`config.mk`:
```
export PLATFORM = sky130hd
export DESIGN_NAME = dino_motion_ctrl_flat
export DESIGN_NICKNAME = d
export VERILOG_FILES = /design/src/rtl/dino_motion_if.sv /design/src/rtl/dino_motion_ctrl.sv /design/src/flat_wrapper.sv
export SDC_FILE = /design/constraint.sdc
export NUM_CORES = 1
export LEC_CHECK = 0
export CAP_MARGIN = 20
export CORE_MARGIN = 5
export CORE_UTILIZATION = 40
export CTS_BUF_LIST = sky130_fd_sc_hd__clkbuf_16
export DETAILED_ROUTE_END_ITERATION = 7
export DONT_BUFFER_PORTS = 1
export PLACE_DENSITY = 0.56
export SLEW_MARGIN = 20
export SYNTH_ARGS = -nofsm -noshare
export SYNTH_HDL_FRONTEND = slang
export SYNTH_SLANG_ARGS = --single-unit
```
`constraint.sdc`:
```
create_clock -name clk -period 3.7 [get_ports clk]
set_clock_uncertainty 0.1 [all_clocks]
set_input_delay 0.37 -clock clk [delete_from_list [all_inputs] [get_ports clk]]
set_output_delay 0.37 -clock clk [all_outputs]
set_load 0.02 [all_outputs]
```
`src/rtl/dino_motion_if.sv`:
```
// Bus between the input/collision logic and the dino motion controller.
// Ports (signals):
//   frame_tick, jump, duck, hit, restart, ground_y  - driven by the master
//   dino_y, dino_h, sprite_sel, airborne, dead        - driven by the controller (slave)
interface dino_motion_if #(
   parameter int YW = 11
);
   logic          frame_tick;
   logic          jump;
   logic          duck;
   logic          hit;
   logic          restart;
   logic [YW-1:0] ground_y;
   logic [YW-1:0] dino_y;
   logic [YW-1:0] dino_h;
   logic [2:0]    sprite_sel;
   logic          airborne;
   logic          dead;

   modport master (
      output frame_tick, jump, duck, hit, restart, ground_y,
      input  dino_y, dino_h, sprite_sel, airborne, dead
   );

   modport slave (
      input  frame_tick, jump, duck, hit, restart, ground_y,
      output dino_y, dino_h, sprite_sel, airborne, dead
   );
endinterface

```
`src/rtl/dino_motion_ctrl.sv`:
```
// T-Rex jump/duck/death controller, one physics step per video frame.
// Keeps altitude above the ground line and a signed vertical velocity,
// with variable-height jump, fast-fall and a two-phase run animation.
// Ports:
//   clk  - system clock
//   rst  - synchronous reset, active-high
//   bus  - dino_motion_if slave: frame_tick/jump/duck/hit/restart/ground_y in,
//          dino_y/dino_h/sprite_sel/airborne/dead out (all registered)
module dino_motion_ctrl #(
   parameter int YW          = 11,
   parameter int VW          = 8,
   parameter int JUMP_V      = 10,
   parameter int GRAVITY     = 1,
   parameter int HOLD_FRAMES = 4,
   parameter int FASTFALL_G  = 3,
   parameter int MAX_FALL    = 12,
   parameter int ANIM_DIV    = 6,
   parameter int STAND_H     = 47,
   parameter int DUCK_H      = 30
) (
   input logic         clk,
   input logic         rst,
   dino_motion_if.slave bus
);
   localparam int HW = (HOLD_FRAMES < 2) ? 1 : $clog2(HOLD_FRAMES + 1);
   localparam int AW = (ANIM_DIV < 2) ? 1 : $clog2(ANIM_DIV);

   localparam logic [HW-1:0]        HOLD_MAX = HW'(HOLD_FRAMES);
   localparam logic signed [VW+1:0] G_NORM   = (VW+2)'(GRAVITY);
   localparam logic signed [VW+1:0] G_FAST   = (VW+2)'(FASTFALL_G);
   localparam logic signed [VW+1:0] V_FLOOR  = (VW+2)'(-MAX_FALL);
   localparam logic signed [VW-1:0] V_LAUNCH = VW'(JUMP_V);

   typedef enum logic [2:0] {S_IDLE, S_RUN, S_DUCK, S_AIR, S_DEAD} state_t;

   state_t                state, state_nx;
   logic [YW-1:0]         alt, alt_nx;
   logic signed [VW-1:0]  vel, vel_nx;
   logic [HW-1:0]         hold_cnt, hold_nx;
   logic [AW-1:0]         anim, anim_nx;
   logic                  phase, phase_nx;

   logic signed [YW:0]    s_sum;
   logic signed [VW+1:0]  vel_wide;
   logic signed [VW+1:0]  g_eff;

   // Downward speed is limited to the terminal velocity.
   function automatic logic signed [VW-1:0] fall_clamp(input logic signed [VW+1:0] v);
      logic signed [VW+1:0] r;
      r = (v < V_FLOOR) ? V_FLOOR : v;
      return r[VW-1:0];
   endfunction

   function automatic logic [2:0] sel_of(input state_t st, input logic ph);
      case (st)
         S_RUN:   return ph ? 3'd2 : 3'd1;
         S_DUCK:  return ph ? 3'd5 : 3'd4;
         S_AIR:   return 3'd3;
         S_DEAD:  return 3'd6;
         default: return 3'd0;
      endcase
   endfunction

   always_comb begin
      state_nx = state;
      alt_nx   = alt;
      vel_nx   = vel;
      hold_nx  = hold_cnt;
      anim_nx  = anim;
      phase_nx = phase;

      vel_wide = {{2{vel[VW-1]}}, vel};
      s_sum    = $signed({1'b0, alt}) + $signed({{(YW+1-VW){vel[VW-1]}}, vel});

      // The launch frame counts as the first held frame, so a held jump
      // gets HOLD_FRAMES-1 gravity-free air steps.
      if (bus.duck)
         g_eff = G_FAST;
      else if (bus.jump && (vel > 0) && (int'(hold_cnt) + 1 < HOLD_FRAMES))
         g_eff = '0;
      else
         g_eff = G_NORM;

      if (state == S_DEAD) begin
         if (bus.restart) begin
            state_nx = S_IDLE;
            alt_nx   = '0;
            vel_nx   = '0;
            hold_nx  = '0;
            anim_nx  = '0;
            phase_nx = 1'b0;
         end
      end else if (bus.hit && (state != S_IDLE)) begin
         state_nx = S_DEAD;
      end else if (bus.frame_tick) begin
         if ((state == S_RUN) || (state == S_DUCK)) begin
            if (int'(anim) == ANIM_DIV - 1) begin
               anim_nx  = '0;
               phase_nx = ~phase;
            end else begin
               anim_nx = anim + AW'(1);
            end
         end

         if (state == S_AIR) begin
            if (s_sum <= 0) begin
               // Landing tick never relaunches, even with jump held.
               alt_nx   = '0;
               vel_nx   = '0;
               state_nx = bus.duck ? S_DUCK : S_RUN;
            end else begin
               if (s_sum > $signed({1'b0, bus.ground_y})) begin
                  alt_nx = bus.ground_y;
                  vel_nx = '0;
               end else begin
                  alt_nx = s_sum[YW-1:0];
                  vel_nx = fall_clamp(vel_wide - g_eff);
               end
               // Releasing jump ends the hold window for the rest of this jump.
               if (!bus.jump)
                  hold_nx = HOLD_MAX;
               else if (hold_cnt < HOLD_MAX)
                  hold_nx = hold_cnt + HW'(1);
            end
         end else if (bus.jump) begin
            state_nx = S_AIR;
            alt_nx   = '0;
            vel_nx   = V_LAUNCH;
            hold_nx  = '0;
         end else if ((state == S_RUN) && bus.duck) begin
            state_nx = S_DUCK;
         end else if ((state == S_DUCK) && !bus.duck) begin
            state_nx = S_RUN;
         end
      end
   end

   // State update and output register: outputs follow state one edge later.
   always_ff @(posedge clk) begin
      if (rst) begin
         state          <= S_IDLE;
         alt            <= '0;
         vel            <= '0;
         hold_cnt       <= '0;
         anim           <= '0;
         phase          <= 1'b0;
         bus.dino_y     <= bus.ground_y;
         bus.dino_h     <= YW'(STAND_H);
         bus.sprite_sel <= 3'd0;
         bus.airborne   <= 1'b0;
         bus.dead       <= 1'b0;
      end else begin
         state          <= state_nx;
         alt            <= alt_nx;
         vel            <= vel_nx;
         hold_cnt       <= hold_nx;
         anim           <= anim_nx;
         phase          <= phase_nx;
         bus.dino_y     <= bus.ground_y - alt;
         bus.dino_h     <= (state == S_DUCK) ? YW'(DUCK_H) : YW'(STAND_H);
         bus.sprite_sel <= sel_of(state, phase);
         bus.airborne   <= (alt != '0);
         bus.dead       <= (state == S_DEAD);
      end
   end
endmodule

```
`src/flat_wrapper.sv`:
```
// flat-port wrapper written by rule: the top's interface ports become plain ports
module dino_motion_ctrl_flat 
#(
   parameter int YW          = 11,
   parameter int VW          = 8,
   parameter int JUMP_V      = 10,
   parameter int GRAVITY     = 1,
   parameter int HOLD_FRAMES = 4,
   parameter int FASTFALL_G  = 3,
   parameter int MAX_FALL    = 12,
   parameter int ANIM_DIV    = 6,
   parameter int STAND_H     = 47,
   parameter int DUCK_H      = 30
)
  (clk, rst, bus_frame_tick, bus_jump, bus_duck, bus_hit, bus_restart, bus_ground_y, bus_dino_y, bus_dino_h, bus_sprite_sel, bus_airborne, bus_dead);
  dino_motion_if #(.YW(YW)) bus_i ();
  input logic clk;
  input logic rst;
  input wire logic [$bits(bus_i.frame_tick)-1:0] bus_frame_tick;
  input wire logic [$bits(bus_i.jump)-1:0] bus_jump;
  input wire logic [$bits(bus_i.duck)-1:0] bus_duck;
  input wire logic [$bits(bus_i.hit)-1:0] bus_hit;
  input wire logic [$bits(bus_i.restart)-1:0] bus_restart;
  input wire logic [$bits(bus_i.ground_y)-1:0] bus_ground_y;
  output wire logic [$bits(bus_i.dino_y)-1:0] bus_dino_y;
  output wire logic [$bits(bus_i.dino_h)-1:0] bus_dino_h;
  output wire logic [$bits(bus_i.sprite_sel)-1:0] bus_sprite_sel;
  output wire logic [$bits(bus_i.airborne)-1:0] bus_airborne;
  output wire logic [$bits(bus_i.dead)-1:0] bus_dead;
  assign bus_i.frame_tick = bus_frame_tick;
  assign bus_i.jump = bus_jump;
  assign bus_i.duck = bus_duck;
  assign bus_i.hit = bus_hit;
  assign bus_i.restart = bus_restart;
  assign bus_i.ground_y = bus_ground_y;
  assign bus_dino_y = bus_i.dino_y;
  assign bus_dino_h = bus_i.dino_h;
  assign bus_sprite_sel = bus_i.sprite_sel;
  assign bus_airborne = bus_i.airborne;
  assign bus_dead = bus_i.dead;
  dino_motion_ctrl #(.YW(YW), .VW(VW), .JUMP_V(JUMP_V), .GRAVITY(GRAVITY), .HOLD_FRAMES(HOLD_FRAMES), .FASTFALL_G(FASTFALL_G), .MAX_FALL(MAX_FALL), .ANIM_DIV(ANIM_DIV), .STAND_H(STAND_H), .DUCK_H(DUCK_H)) u_core (.clk(clk), .rst(rst), .bus(bus_i));
endmodule
```
==> results.cfg <==
[logic_synthesis]
synth.avg_cell_area_um2 = 7.64
yosysWarningCount = 0
netlist_area_um2 = 3770
ys_types = 67
syn_inst = 493
ys_seq_elements = 47
synthFlopType = dfxtp_1
synth.yosys.seq_area_share_pct = 25.0
synthArstFlopShare_pct = 0
synth-edff-count = 0

[place]
port_buffers = 0
placed_area_um2 = 4250
routabilityCongestion = 0.872
hpwl_um = 8310
dp.cells = 645

[floorplanning]
fp.dieW_um = 107
placementRows = 35
coreArea_um2 = 9200
pin_count = 45
die_area_um2 = 11500
die_height_um = 107
initial_core_util_pct = 41.0

[global_route]
antenna_found_initial = 0
grt_pass1_vias = 3682
grt_pass1_wl_um = 17600
globalRoute.totalOverflow = 0
grt.total_usage_pct = 18.9
grt_max_degree = 37

[timing]
period_share_pct = 97.4
setup_viol = 0
tightest_slew_ns = 0.528
worst_hold_slack_ns = 0.0425
rsz0062_at_grt = true
slew_violations = 0
finalCriticalPeriod_ns = 3.60
relSlewSlack_pct = 64.6
hold_viol = 0
fmax_mhz = 278

[power]
switching_power_uw = 841
p_int_uw = 1290
power_density_nw_per_um2 = 463
p_leak_uw = 0.00207
peakVddDrop_mv = 0.297
power_frac_clock_pct = 25.4
pwr-share-comb_pct = 42.9
switching_share_pct = 39.4
pwr-share-seq_pct = 31.7

[clocking]
htreeDepth = 2
max-clock-path-buffers = 2
clk_latency_ns = 0.30
cts_sinks = 47
cts_tree = built
cts_hold_buf = 0
numCtsBuffers = 5
cts.clk_slew.worst_paths_ns = 0.07
root_buffer = clkbuf_16

[worst_hold_path]
holdPathEnd = u_core.anim[1]$_SDFFE_PP0P_
holdPathStages = 1
holdCritPathClass = in2reg
holdCritStartpoint = rst

[detailed_routing]
routed-wl-met2_um = 5310
top_layer = met4
route.met3.wl_um = 376
drt_iter0_drc = 123
drc = 0
vias = 3691
wl_met1_um = 4850
detail_route.wirelength_um = 10600
drt-vias-per-instance = 5.62
post_drt_wl_per_cell_um = 16.1
dr.pass1.iters = 5
antenna_left = 0

[setup_path]
cp.depth = 13
rrSetupSlack_ns = 0.1
critPathTopFamily = simple AND/OR/NAND/NOR gates
r2r_end = u_core.vel[1]$_SDFFE_PP0P_
r2r-start = u_core.alt[1]$_SDFFE_PP0P_
path_class = reg2reg
path_max_fanout = 5
critPathBufInv = 1
start_kind = flip-flop
rr_worst_depth = 13
cp_slowest_cell = or4_4
crit_required_ns = 3.83
cp_cell_sequence = buf_4 > ha_1 > nand3_1 > a211oi_2 > or3_4 > a311o_2 > ha_2 > a211o_1 > a2111oi_4 > or4_4 > nand3_1 > or4_4 > a21oi_1
endpoint_kind = flip-flop
slowest_delay_ns = 0.44
crit_arrival_ns = 3.73

[cells_and_area]
fin_area_um2 = 4610
finalNonFillerCells = 657
area_delta_synth_final_pct = 22.3
fillers = 931
drive_gt1_share_pct = 19.0
final_nets = 601
n_antenna_cell = 0
multi_input_area_um2 = 2690
regArea_um2 = 946

[outcome]
run_status = finished, final reports clean

[job]
drv_cap = 0
## kinds of logic after synthesis
group | count (synthesis) | share of synthesized area, %
buffers and inverters | 74 | 8.44
AND/OR/NAND/NOR | 165 | 22.2
multiplexers | 14 | 3.72
adder cells (fa/ha/maj) | 38 | 13.2
XOR/XNOR | 7 | 1.63
AO/OA/AOI/OAI | 146 | 25.6
flip-flops | 47 | 25.0
other | 2 | 0.199
## registers in the layout, summed over array words and instances, names as in the netlist
signal	count
u_core.bus.dead	1
u_core.state	3
u_core.bus.dino_h	2
u_core.phase	1
u_core.alt	11
u_core.bus.sprite_sel	3
u_core.anim	3
u_core.vel	8
u_core.bus.dino_y	11
u_core.hold_cnt	3
u_core.bus.airborne	1
## metal layers
metal	track usage (%)	vias up
li1	-	1874
met1	23.4	1755
met2	34.0	57
met3	3.85	5
met4	2.92	0
met5	0	-
## cells in the final DEF, fill, tap and decap left out, types with 3 or more instances in the layout
master / netlist / routed
nor2b_1: 7 / 7
nor3_1: 13 / 13
and2_1: 5 / 5
o21a_1: 9 / 9
o211a_1: 3 / 3
nand2_1: 49 / 49
clkbuf_16: 0 / 5
a211oi_1: 4 / 4
inv_1: 49 / 49
a21o_1: 4 / 4
a21oi_2: 0 / 5
mux2i_1: 14 / 14
dfxtp_1: 47 / 43
a31oi_1: 8 / 7
xnor2_1: 5 / 5
o211ai_1: 4 / 4
o21ai_1: 13 / 14
nor2_1: 31 / 31
ha_1: 35 / 30
ha_4: 0 / 3
o21ai_0: 23 / 22
nor4_1: 8 / 6
conb_1: 2 / 8
buf_4: 10 / 64
nand2b_1: 6 / 5
o21bai_1: 3 / 3
a21oi_1: 37 / 32
or3_1: 8 / 7
nand3_1: 19 / 18
o31ai_1: 8 / 8
dfxtp_2: 0 / 4
## per-stage QoR
stage	setup TNS, ns	total power [uW]	worst slack (ns)	util, %
CTS	0	2110	0.00766	48.6
global route	-0.0716	2290	-0.0594	50.1
floorplan	0	1310	0.0260	-
global placement	-0.368	1550	-0.0831	46.2
detailed placement	-1.10	1560	-0.149	46.2
finish	0	2130	0.0971	50.1
## worst reg2reg max path, stage by stage, from the launching register on
cell       delay (ns)
dfxtp_1          0.32
buf_4            0.14
ha_1             0.27
nand3_1          0.12
a211oi_2         0.09
or3_4            0.40
a311o_2          0.39
ha_2             0.18
a211o_1          0.29
a2111oi_4        0.35
or4_4            0.24
nand3_1          0.08
or4_4            0.44
a21oi_1          0.13
## cells in the mapped netlist (2+ instances only)
| master | instances | area, um^2 |
|---|---|---|
| a2111oi_0 | 2 | 17.5 |
| a211oi_1 | 4 | 30.0 |
| a21o_1 | 4 | 30.0 |
| a21oi_1 | 37 | 185 |
| a31o_1 | 2 | 17.5 |
| a31oi_1 | 8 | 50.1 |
| and2_1 | 5 | 31.3 |
| and3_1 | 3 | 18.8 |
| and4b_1 | 2 | 20.0 |
| buf_2 | 2 | 10.0 |
| buf_4 | 10 | 75.1 |
| clkbuf_1 | 12 | 45.0 |
| conb_1 | 2 | 7.51 |
| dfxtp_1 | 47 | 941 |
| fa_1 | 3 | 60.1 |
| ha_1 | 35 | 438 |
| inv_1 | 49 | 184 |
| mux2i_1 | 14 | 140 |
| nand2_1 | 49 | 184 |
| nand2b_1 | 6 | 37.5 |
| nand3_1 | 19 | 95.1 |
| nand4b_1 | 2 | 17.5 |
| nor2_1 | 31 | 116 |
| nor2b_1 | 7 | 43.8 |
| nor3_1 | 13 | 65.1 |
| nor4_1 | 8 | 50.1 |
| o2111ai_1 | 3 | 26.3 |
| o211a_1 | 3 | 30.0 |
| o211ai_1 | 4 | 30.0 |
| o21a_1 | 9 | 67.6 |
| o21ai_0 | 23 | 115 |
| o21ai_1 | 13 | 65.1 |
| o21bai_1 | 3 | 22.5 |
| o22ai_1 | 2 | 12.5 |
| o2bb2ai_1 | 2 | 17.5 |
| o31a_1 | 2 | 17.5 |
| o31ai_1 | 8 | 60.1 |
| or3_1 | 8 | 50.1 |
| or4_1 | 4 | 30.0 |
| xnor2_1 | 5 | 43.8 |
| xor2_1 | 2 | 17.5 |
## power by group through the flow
stage | Clock [uW] | Combinational, uW | Sequential (uW)
after floorplan | 0 | 662 | 653
after global placement | 0 | 860 | 685
after detailed placement | 0 | 877 | 684
after CTS | 552 | 888 | 673
after global routing | 570 | 1040 | 686
final | 542 | 914 | 677
## how the worst max path moves through the flow
| stage | start | end | slack (ns) |
|---|---|---|---|
| floorplan | u_core.vel[5]$_SDFFE_PP0P_ | u_core.vel[1]$_SDFFE_PP0P_ | 0.03 |
| global placement | u_core.vel[0]$_SDFFE_PP0P_ | u_core.vel[1]$_SDFFE_PP0P_ | -0.08 |
| detailed placement | u_core.alt[0]$_SDFFE_PP0P_ | u_core.vel[3]$_SDFFE_PP0P_ | -0.15 |
| CTS | u_core.alt[2]$_SDFFE_PP0P_ | u_core.vel[1]$_SDFFE_PP0P_ | 0.008 |
| global route | u_core.vel[0]$_SDFFE_PP0P_ | u_core.vel[1]$_SDFFE_PP0P_ | -0.06 |
| finish | u_core.alt[1]$_SDFFE_PP0P_ | u_core.vel[1]$_SDFFE_PP0P_ | 0.1 |
## timing repair
action / in CTS / in global routing
resized for setup: 7 / 23
buffers inserted: 1 / 3
pin swaps: 6 / 8
endpoints found under the hold margin: 0 / 0
gates cloned: 0 / 0
endpoints found under the setup margin: 16 / 20
## final cells by class
type | count | share of cell area, %
Sequential cell | 47 | 20.5
Tap cell | 111 | 3.02
Clock inverter | 3 | 1.01
Clock buffer | 5 | 2.72
Timing Repair Buffer | 64 | 10.4
Inverter | 49 | 3.99
Multi-Input combinational cell | 378 | 58.3
Note: power is estimated with default switching activity, not from simulation.
